`src/rtl/jump_control_block.sv`:
```
// PC redirect control for the 16-bit pipelined MIPS core: jump/return decode,
// branch evaluation, and a single-level interrupt. Optional macro: JCB_INTERRUPT_EN.
module jump_control_block (
  input  logic        clk,
  input  logic        reset,
  input  logic [15:0] jmp_address_pm,
  input  logic [15:0] current_address,
  input  logic [5:0]  op,
  input  logic [1:0]  flag_ex,
  input  logic        interrupt,
  output logic        pc_mux_sel,
  output logic [15:0] jmp_loc
);

  localparam logic [5:0]  OP_JMP     = 6'b011000;
  localparam logic [5:0]  OP_JC      = 6'b011100;
  localparam logic [5:0]  OP_JNC     = 6'b011101;
  localparam logic [5:0]  OP_JZ      = 6'b011110;
  localparam logic [5:0]  OP_JNZ     = 6'b011111;
  localparam logic [5:0]  OP_RET     = 6'b010000;
  localparam logic [15:0] INT_VECTOR = 16'hF000;

  typedef enum logic [2:0] {
    J_NONE,
    J_JMP,
    J_JC,
    J_JNC,
    J_JZ,
    J_JNZ,
    J_RET
  } jump_e;

  jump_e       w_jump;
  logic [1:0]  w_flags;
  logic        w_cond_taken;
  logic        w_int_accept;
  logic [15:0] w_ret_addr;

  // NOTE: every combinational output gets a default first so no path leaves it
  // unassigned; otherwise synthesis infers a latch.
  always_comb begin
    w_jump = J_NONE;
    case (op)
      OP_JMP:  w_jump = J_JMP;
      OP_JC:   w_jump = J_JC;
      OP_JNC:  w_jump = J_JNC;
      OP_JZ:   w_jump = J_JZ;
      OP_JNZ:  w_jump = J_JNZ;
`ifdef JCB_INTERRUPT_EN
      OP_RET:  w_jump = J_RET;
`endif
      default: w_jump = J_NONE;
    endcase
  end

`ifdef JCB_INTERRUPT_EN
  logic        r_int_d;
  logic        r_in_isr;
  logic [15:0] r_ret_addr;
  logic [1:0]  r_sav_flags;
  logic        r_restore;

  assign w_int_accept = interrupt & ~r_int_d & ~r_in_isr;
  assign w_ret_addr   = r_ret_addr;
  // The first branch after RET sees the flags captured at interrupt entry.
  assign w_flags      = r_restore ? r_sav_flags : flag_ex;

  // NOTE: sequential state uses non-blocking assignments so every register
  // samples pre-edge values, independent of statement order.
  always_ff @(posedge clk) begin
    if (reset) begin
      r_int_d     <= 1'b0;
      r_in_isr    <= 1'b0;
      r_ret_addr  <= 16'h0000;
      r_sav_flags <= 2'b00;
      r_restore   <= 1'b0;
    end else begin
      r_int_d   <= interrupt;
      r_restore <= 1'b0;
      if (w_int_accept) begin
        r_ret_addr  <= current_address + 16'd1;
        r_sav_flags <= flag_ex;
        r_in_isr    <= 1'b1;
      end else if (w_jump == J_RET) begin
        r_in_isr  <= 1'b0;
        r_restore <= 1'b1;
      end
    end
  end
`else
  logic w_unused_interrupt;

  assign w_unused_interrupt = interrupt;
  assign w_int_accept       = 1'b0;
  assign w_ret_addr         = 16'h0000;
  assign w_flags            = flag_ex;
`endif

  always_comb begin
    w_cond_taken = 1'b0;
    case (w_jump)
      J_JMP:   w_cond_taken = 1'b1;
      J_JC:    w_cond_taken = w_flags[1];
      J_JNC:   w_cond_taken = ~w_flags[1];
      J_JZ:    w_cond_taken = w_flags[0];
      J_JNZ:   w_cond_taken = ~w_flags[0];
      default: w_cond_taken = 1'b0;
    endcase
  end

  // Priority: accepted interrupt, then RET, then jumps; reset forces zeros.
  always_comb begin
    pc_mux_sel = 1'b0;
    jmp_loc    = jmp_address_pm;
    if (reset) begin
      pc_mux_sel = 1'b0;
      jmp_loc    = 16'h0000;
    end else if (w_int_accept) begin
      pc_mux_sel = 1'b1;
      jmp_loc    = INT_VECTOR;
    end else if (w_jump == J_RET) begin
      pc_mux_sel = 1'b1;
      jmp_loc    = w_ret_addr;
    end else if (w_cond_taken) begin
      pc_mux_sel = 1'b1;
      jmp_loc    = jmp_address_pm;
    end
  end

endmodule

```
`config.mk`:
```
export PLATFORM = sky130hd
export DESIGN_NAME = jump_control_block
export DESIGN_NICKNAME = d
export VERILOG_FILES = /design/src/rtl/jump_control_block.sv
export SDC_FILE = /design/constraint.sdc
export NUM_CORES = 1
export LEC_CHECK = 0
export ABC_AREA = 1
export BUFFER_PORTS_ARGS = -buffer_cell sky130_fd_sc_hd__clkbuf_2
export CAP_MARGIN = 25
export CELL_PAD_IN_SITES_DETAIL_PLACEMENT = 1
export CELL_PAD_IN_SITES_GLOBAL_PLACEMENT = 1
export CORE_MARGIN = 10
export CORE_UTILIZATION = 10
export DETAILED_ROUTE_END_ITERATION = 8
export GPL_ROUTABILITY_DRIVEN = 0
export PLACE_DENSITY_LB_ADDON = 0.05
export REMOVE_ABC_BUFFERS = 1
export SYNTH_ARGS = -nofsm -noshare
export SYNTH_HDL_FRONTEND = slang
export SYNTH_SLANG_ARGS = --single-unit
```
`constraint.sdc`:
```
create_clock -name vclk -period 1.4
set_input_delay 0.28 -clock vclk [all_inputs]
set_output_delay 0.28 -clock vclk [all_outputs]
set_load 0.02 [all_outputs]
```
==> summary.txt <==
RSZ-0062 raised after global routing: no
most frequent cells in the layout: 42 x clkbuf_2, 20 x inv_1, 17 x nor2_1
Min Hold Slack: 849.0 ps
postcts setup bufs: 0
Die Ht: 66.26 um
register area share after synthesis: 0%
Synth cell types: 8
Vias/cell: 3.385
Ant. Diodes: 0
Routed Antenna Nets: 0
mapped cell area: 214.0 sq um
status: finished clean
worst setup margin: 241.9 ps
# IOs: 60
post-synthesis compound-gate area fraction: 4.094%
post-CTS sizing: 0
drt pass-1 iters: 2
crit-path max FO: 14
Max Transition Viols Final: 0
fin crit period: 1158 ps
P_int: 0.05558 mW
initial core utilization: 10.69%
Post-DP Area: 442.9 sq um
share of post-route cells with drive strength above 1: 50.00%
WL per Instance: 9.769 um
top post-synthesis cells by area: inv_1 35%, nor2_1 30%, buf_6 11%, nand2_1 11%, nand3_2 4.7%
endpoint class of the critical path: output port
Post-Route Setup TNS: 0 ps
Worst EP required: 1120 ps
startpoint types: input port
Final Instance Count excl. Fillers: 117
Post-CTS Hold Buffers: 0
final setup vio count: 0
share of the synthesized area in the top cell type: 35.09%
sw frac: 58.10%
Placed Cells: 117
Final HPWL DP: 1092 um
LEAKAGE: 0.3458 nW
Syn Area/Cell: 4.366 sq um
Worst Tran Pin Value: 141.1 ps
# clk buffers: 0
pre-CTS setup slack: 219.8 ps
Overall Power: 0.1326 mW
Slew headroom: 90.59%
final hold vios: 0
post-layout util: 22.13%
PortBufs: 42
largest net degree at the start of global routing: 15
final instance area: 442.9 sq um
core area: 0.002002 sq mm
yosys warns: 0
antenna violations before repair: 0
commonest non-fill, non-tap cell in the layout: clkbuf_2
Post-Synthesis Cells: 49
DR iter-0 viols: 9
Area Growth Syn to Fin: 107.0%
Vias: 396
die width: 66.26 um
pwr dens: 299.5 mW/mm^2
post-synth top area cell: inv_1
Row Count: 16
Simple-Gate Fraction of Synth Area: 50.29%
Final period util: 82.72%
Comb power frac: 100.0%
VDD IR max: 63.49 uV
Net Switching: 0.07707 mW
first-pass GRT wire length: 1593 um
Die Area: 0.004390 sq mm
mux cell area share after synthesis: 0%
Layout Nets: 135
WL final: 1143 um
gr ovfl total: 0
Synth Area in XOR/XNOR: 0%
Post-Synth Adder-Cell Area: 0%
Max Cap Viol: 0
vias in the first global route: 372
WS Path Type: in -> out
crit path DAT: 880 ps
Total GRT Usage: 4.157%
combinational family with the most area after synthesis: simple AND/OR/NAND/NOR gates
DRC: 0
Seq pwr share: 0%
sequential cells: 0
fmax: 863.5 MHz
Clk network pwr share: 0%
sequential cell area: 0 sq um
Worst Hold Class: in -> out
## path summary, 6_finish.rpt
| kind | from | end | slack (ps) | cells past startpoint |
|---|---|---|---|---|
| worst max-delay path | reset | jmp_loc[6] | 240 | 4 |
| worst min-delay path | jmp_address_pm[7] | jmp_loc[7] | 850 | 4 |
## cell type report
| cell class | instances | area [sq um] |
|---|---|---|
| repair buffers | 43 | 217.7 |
| well taps | 27 | 33.78 |
| multi-input cells | 27 | 116.4 |
| fillers | 290 | 1559 |
| inverters | 20 | 75.07 |
## critical path, stage by stage
cell and delay (ps):
clkbuf_2 110, buf_4 190, nor2_1 120, clkbuf_2 180
## synthesized netlist by cell type
cell type and count:
inv_1 20, nor2_1 17, nand2_1 6, buf_6 2
a21oi_2 1, nand3_1 1, nand3_2 1, nand4_1 1
## per-layer routing
layer  part of all wire (%)  vias up  wire, um  track usage [%]
met5                      0        -         0                0
met4                      0        0         0                0
met3                     15        0       169            2.034
met2                     48       23       548            7.895
met1                     37      161       425            4.202
li1                       -      212         -                -
## power groups by stage
stage | logic, mW | clock network (mW) | registers, mW
after global placement | 0.135 | 0 | 0
after global routing | 0.148 | 0 | 0
after CTS | 0.137 | 0 | 0
after detailed placement | 0.136 | 0 | 0
final | 0.133 | 0 | 0
after floorplan | 0.0635 | 0 | 0
## cell families (layout without fill, tap and decap cells)
kind of cell | Yosys count | count (layout)
buf+inv | 22 | 63
simple gates | 26 | 26
compound gates | 1 | 1
Note: power is estimated with default switching activity, not from simulation.
